`config.mk`:
```
export PLATFORM = sky130hd
export DESIGN_NAME = piso_serial_tx
export DESIGN_NICKNAME = d
export VERILOG_FILES = /design/src/rtl/piso_pkg.sv /design/src/rtl/piso_bit_counter.sv /design/src/rtl/piso_serial_tx.sv
export SDC_FILE = /design/constraint.sdc
export NUM_CORES = 1
export LEC_CHECK = 0
export ABC_CLOCK_PERIOD_IN_PS = 2100
export CAP_MARGIN = 20
export CORE_UTILIZATION = 50
export CTS_BUF_LIST = sky130_fd_sc_hd__clkbuf_8 sky130_fd_sc_hd__clkbuf_16
export DETAILED_ROUTE_END_ITERATION = 8
export GPL_ROUTABILITY_DRIVEN = 0
export PLACE_DENSITY = 0.84
export SETUP_SLACK_MARGIN = 0.5
export SLEW_MARGIN = 20
export SYNTH_ARGS = -nofsm -noshare
export SYNTH_HDL_FRONTEND = slang
export SYNTH_SLANG_ARGS = --single-unit
```
`constraint.sdc`:
```
create_clock -name clk -period 2.1 [get_ports clk]
set_input_delay 0.21 -clock clk [delete_from_list [all_inputs] [get_ports clk]]
set_output_delay 0.21 -clock clk [all_outputs]
set_load 0.01 [all_outputs]
```
`src/rtl/piso_pkg.sv`:
```
// Shared types and frame-length helper for the serial transmitter.
// Define PISO_PARITY_EN to append one even-parity bit to every frame.
package piso_pkg;

    typedef enum logic [1:0] {
        IDLE   = 2'd0,
        SHIFT  = 2'd1,
        PARITY = 2'd2
    } piso_state_t;

    localparam int DEFAULT_WIDTH = 8;

`ifdef PISO_PARITY_EN
    localparam int PARITY_BITS = 1;
`else
    localparam int PARITY_BITS = 0;
`endif

    function automatic int frame_len(input int width);
        return width + PARITY_BITS;
    endfunction

endpackage

```
`src/rtl/piso_bit_counter.sv`:
```
// Frame bit counter: index of the bit currently on the line, with last/penultimate flags.
// Latency: count updates one clk after clr/en; flags are decoded from the count register.
// Backpressure: none, the counter follows the enable from the FSM.
module piso_bit_counter #(
    parameter int FRAME_LEN = 8,
    parameter int CW        = 4
) (
    input  logic clk,
    input  logic reset,
    input  logic clr,
    input  logic en,
    output logic last,
    output logic penult
);

    logic [CW-1:0] count;

    always_ff @(posedge clk) begin
        if (reset || clr) begin
            count <= '0;
        end else if (en) begin
            count <= count + CW'(1);
        end
    end

    // The top uses penult to register done/load_ready one cycle ahead of the last bit.
    assign last   = (count == CW'(FRAME_LEN - 1));
    assign penult = (count == CW'(FRAME_LEN - 2));

endmodule

```
`src/rtl/piso_serial_tx.sv`:
```
// Parallel-in/serial-out transmitter, MSB first; PISO_PARITY_EN adds an even-parity bit.
// Latency: first bit on q the cycle after accept; one bit per clk thereafter.
// Backpressure: load_ready only in IDLE and the last-bit cycle; a word taken then streams with no bubble.
module piso_serial_tx
    import piso_pkg::*;
#(
    parameter int WIDTH = DEFAULT_WIDTH
) (
    input  logic             clk,
    input  logic             reset,
    input  logic [WIDTH-1:0] d_in,
    input  logic             load_valid,
    output logic             load_ready,
    output logic             q,
    output logic             q_valid,
    output logic             done
);

    localparam int FRAME_LEN = frame_len(WIDTH);
    localparam int CW        = $clog2(WIDTH + 1);

    piso_state_t      state;
    logic [WIDTH-1:0] sr;
    logic             last;
    logic             penult;
    logic             accept;
    logic             in_frame;
`ifdef PISO_PARITY_EN
    logic             par;
`endif

    assign accept   = load_valid & load_ready;
    assign in_frame = (state != IDLE);

    piso_bit_counter #(
        .FRAME_LEN (FRAME_LEN),
        .CW        (CW)
    ) u_bit_counter (
        .clk    (clk),
        .reset  (reset),
        .clr    (last & in_frame),
        .en     (in_frame),
        .last   (last),
        .penult (penult)
    );

    // sr holds the bits still to be sent, left-aligned; q is the bit on the line now.
    always_ff @(posedge clk) begin
        if (reset) begin
            state      <= IDLE;
            sr         <= '0;
            q          <= 1'b0;
            q_valid    <= 1'b0;
            done       <= 1'b0;
            load_ready <= 1'b1;
`ifdef PISO_PARITY_EN
            par        <= 1'b0;
`endif
        end else if (accept) begin
            state      <= SHIFT;
            sr         <= {d_in[WIDTH-2:0], 1'b0};
            q          <= d_in[WIDTH-1];
            q_valid    <= 1'b1;
            done       <= 1'b0;
            load_ready <= 1'b0;
`ifdef PISO_PARITY_EN
            par        <= ^d_in;
`endif
        end else if (!in_frame || last) begin
            state      <= IDLE;
            q          <= 1'b0;
            q_valid    <= 1'b0;
            done       <= 1'b0;
            load_ready <= 1'b1;
        end else begin
            done       <= penult;
            load_ready <= penult;
`ifdef PISO_PARITY_EN
            if (penult) begin
                state <= PARITY;
                q     <= par;
            end else begin
                q  <= sr[WIDTH-1];
                sr <= sr << 1;
            end
`else
            q  <= sr[WIDTH-1];
            sr <= sr << 1;
`endif
        end
    end

endmodule

```
# After elaboration in Yosys (flattened, before gate mapping)
# Index checks and enable logic that the tools add are counted.
# W data, S select, Z words.
# word_totals
in_bits	11
memories	0
rom_bits	0
elab_cells	28
latch_bits	0
ram_bits	0
ff_bits	16
# op_classes
bitwise	2
n_eq_ne	3
order_cmp	0
shift	0
mux	10
n_reduce_logical	5
div	0
n_mul	0
add_sub_neg	1
# op_table
operator	n
$mux W8	2
$eq A4 B3 Y1 const B	2
$mux W1	8
$add A4 B1 Y4 const B	1
$reduce_or A3 Y1	1
$and A1 B1 Y1	2
$logic_or A1 B1 Y1	2
$ne A2 B2 Y1 const B	1
$reduce_bool A2 Y1	1
$logic_not A1 Y1	1

# Longest topological paths before layout
# depth
ltp_word	4
mapped_depth	5

# Hierarchy
# A second synthesis with hierarchy kept.
# unflattened
cells_unflattened	66
hier_area_um2	669.4
# modules_own_cells
mod	seq_area_each_um2	area_per_inst_um2	cells_per_inst	n_inst
piso_serial_tx	220.2	461.7	46	1
piso_bit_counter	80.1	207.7	20	1

# Worst setup path before layout
# Ideal clock, no wire load.
# synth_path
path_kind	reg-to-reg
startpoint	register u_bit_counter.count[0]
endpoint	register u_bit_counter.count[1]
setup_ns	0.067
period_less_slack_ns	1.315
t_arrival_ns	1.248
required_ns	2.033
slack_ns	0.785
path_stages_with_launch	6
cell_sequence	dfxtp_1 ha_1 and3b_1 buf_6 or3_1 a21oi_2
# synth_via
elab_chain_cells	3
# synth_lines
element	line	rtl
from (decl)	piso_bit_counter.sv:16	logic [CW-1:0] count;
from (signal assigned)	piso_bit_counter.sv:22	count <= count + CW'(1);
branches (longest 3 deep; another with $add A4 B1 Y4)	n/a	
# Parallel ways; which one is timed is not known.
# A chain may end at the register's enable or synchronous reset.

==> metrics.yaml <==
antenna_cells: 0
row_count: 12
min_path_type: "flop to flop"
power_frac_clock: 0.367
drt_iter0_markers: 23
hold_viol: 0
r2r_slack_ps: 660
grt_antenna_before_repair: 0
cts_hold_buf: 0
p_switching_uw: 152
hp-start: "sr[7]$_SDFFE_PP0P_"
layout-drive-gt1-share: 0.0879
r2r_start: "u_bit_counter.count[1]$_SDFFE_PP0P_"
grt_use_total: 0.237
startpoint_type: "flop"
cp_top_family: "buffers and inverters"
wl_mm: 1.36
vias_per_cell: 5.69
max_slew_margin: 0.631
pwr-share-seq: 0.503
cp_data_required_time_ps: 1890
clkTransAtPathRegs_ps: 60
slowest_delay_ps: 560
first_pass_iters: 4
start_util: 0.563
htreeDepth: 1
vias: 597
area_delta_synth_final_pct: 28.5
yosysWarnings: 0
post-route-period-util: 0.688
swShare: 0.242
layout_common_cells: "dfxtp_1 (14), clkdlybuf4s50_1 (14), nand2_1 (8), nand3_1 (8), nor2_1 (7)"
hold_depth: 2
grt_max_degree: 17
ios: 15
grt_pass1_vias: 534
cp_cell_sequence: "clkdlybuf4s50_1"
status: "finished clean"
crit_cells: 1
worstMarginPinSlew_ps: 552
dieHeight_um: 38.3
cts-root-buf: "clkbuf_8"
layout.nets: 105
worst-path-buf-inv: 1
rsz0062_at_grt: "false"
p_int_uw: 478
timing.rr.end: "sr[3]$_SDFFE_PP0P_"
whs_ps: 470
cts_tree: "done"
power.leakage_uw: 0.000307
cts_sinks: 15
maxCapViolations: 0
slew_viol_final: 0
tns_ps: 0
powerDensity_nw_per_um2: 744
critical_path_class: "flop to output pin"
ant_nets: 0
hold_end: "q$_SDFF_PP0_"
period_needed_ps: 1450
die_area_um2: 1470
synth.yosys.seq_area_share: 0.455
netlist_area_um2: 659
cp_max_fo: 10
route.detailed.wl_per_inst_um: 12.9
ys_ff_latch: 15
cts_buffers: 3
dp_hpwl_um: 917
worstRegToRegCells: 4
syn_inst: 76
max_clock_freq_ghz: 0.692
peakVddDrop_v: 0.000615
syn_nets: 89
clock_skew_ps: 8.63
power_frac_comb: 0.130
crit_arrival_ps: 1240
synth_cell_types: 23
finalSetupViolations: 0
cp_slowest_cell: "clkdlybuf4s50_1"
clockBufferDepth: 2
drc: 0
insertion_delay_ps: 250
grt-ovfl-total: 0
core_um2: 1170
grt_pass1_wl_mm: 2.28
synth_area_per_cell_um2: 8.68
die_x_um: 38.3
portBuffers: 14
end_kind: "output pin"
how the worst max path moves through the flow:
stage | startpoint | endpoint
3_5_place_dp | load_valid | sr[4]$_SDFFE_PP0P_
5_1_grt | u_bit_counter.count[0]$_SDFFE_PP0P_ | sr[3]$_SDFFE_PP0P_
6_report | state[0]$_SDFFE_PP0P_ | q_valid
2_1_floorplan | u_bit_counter.count[0]$_SDFFE_PP0P_ | u_bit_counter.count[1]$_SDFFE_PP0P_
3_3_place_gp | load_valid | sr[2]$_SDFFE_PP0P_
4_1_cts | state[0]$_SDFFE_PP0P_ | q_valid
registers in the layout, summed over array words and instances, names as in the netlist:
register and flops:
sr 7, u_bit_counter.count 4, done 1, load_ready 1
q 1, state 1
cells by family (layout without fill, tap and decap cells):
kind of cell,count (synthesis),after routing,synth area share
simple gates,32,32,0.245
compound gates,20,20,0.199
flops,15,15,0.455
buf+inv,6,21,0.0493
fa+ha+maj,2,2,0.0379
xor+xnor,1,1,0.0133
stage by stage:
stage | area (um^2) | cells | utilization | worst slack (ps) | total power, uW
2_1_floorplan | 659 | 76 | - | 785 | 364
6_report | 847 | 105 | 0.723 | 654 | 631
3_3_place_gp | 800 | 101 | 0.683 | 689 | 401
3_5_place_dp | 800 | 101 | 0.683 | 610 | 405
5_1_grt | 847 | 105 | 0.723 | 530 | 663
4_1_cts | 846 | 105 | 0.722 | 514 | 639
cell usage after synthesis (all sizes together):
cell type	number	share of area
clkbuf	1	0.0057
nand3b	2	0.028
a21o	1	0.011
and2	1	0.0095
buf	3	0.032
or3	2	0.019
ha	2	0.038
nor2	7	0.040
nor4	1	0.0095
dfxtp	15	0.46
and3b	1	0.013
a311oi	6	0.080
a21oi	6	0.051
o21ai	6	0.046
o211ai	1	0.011
nand4	2	0.019
xor2	1	0.013
nand2	8	0.046
nand3	8	0.061
inv	2	0.011
cell type report:
| class | instances | area (um^2) |
|---|---|---|
| repair buffers | 15 | 148 |
| flip-flops and latches | 15 | 302 |
| multi-input cells | 55 | 327 |
| clock inverters | 1 | 5.00 |
| clock buffers | 3 | 41.3 |
| fillers | 100 | 324 |
| well taps | 14 | 17.5 |
| inverters | 2 | 7.51 |
per-layer routing:
| layer | part of all wire | vias up | GRT usage |
|---|---|---|---|
| li1 | - | 306 | - |
| met1 | 0.46 | 271 | 0.288 |
| met2 | 0.47 | 18 | 0.369 |
| met3 | 0.054 | 2 | 0.105 |
| met4 | 0.0081 | 0 | 0.0804 |
| met5 | 0 | - | 0 |
repair_timing:
action | CTS | global route
gates resized for setup | 0 | 1
setup buffers | 0 | 0
endpoints found under the setup margin | 0 | 1
power groups by stage:
stage	logic, uW	registers [uW]	clock network [uW]
floorplan	44.0	320	0
CTS	82.1	317	240
finish	81.8	317	231
global placement	78.9	322	0
global route	89.7	320	253
detailed placement	81.6	323	0
No activity file was read; power rests on OpenSTA's default activity.
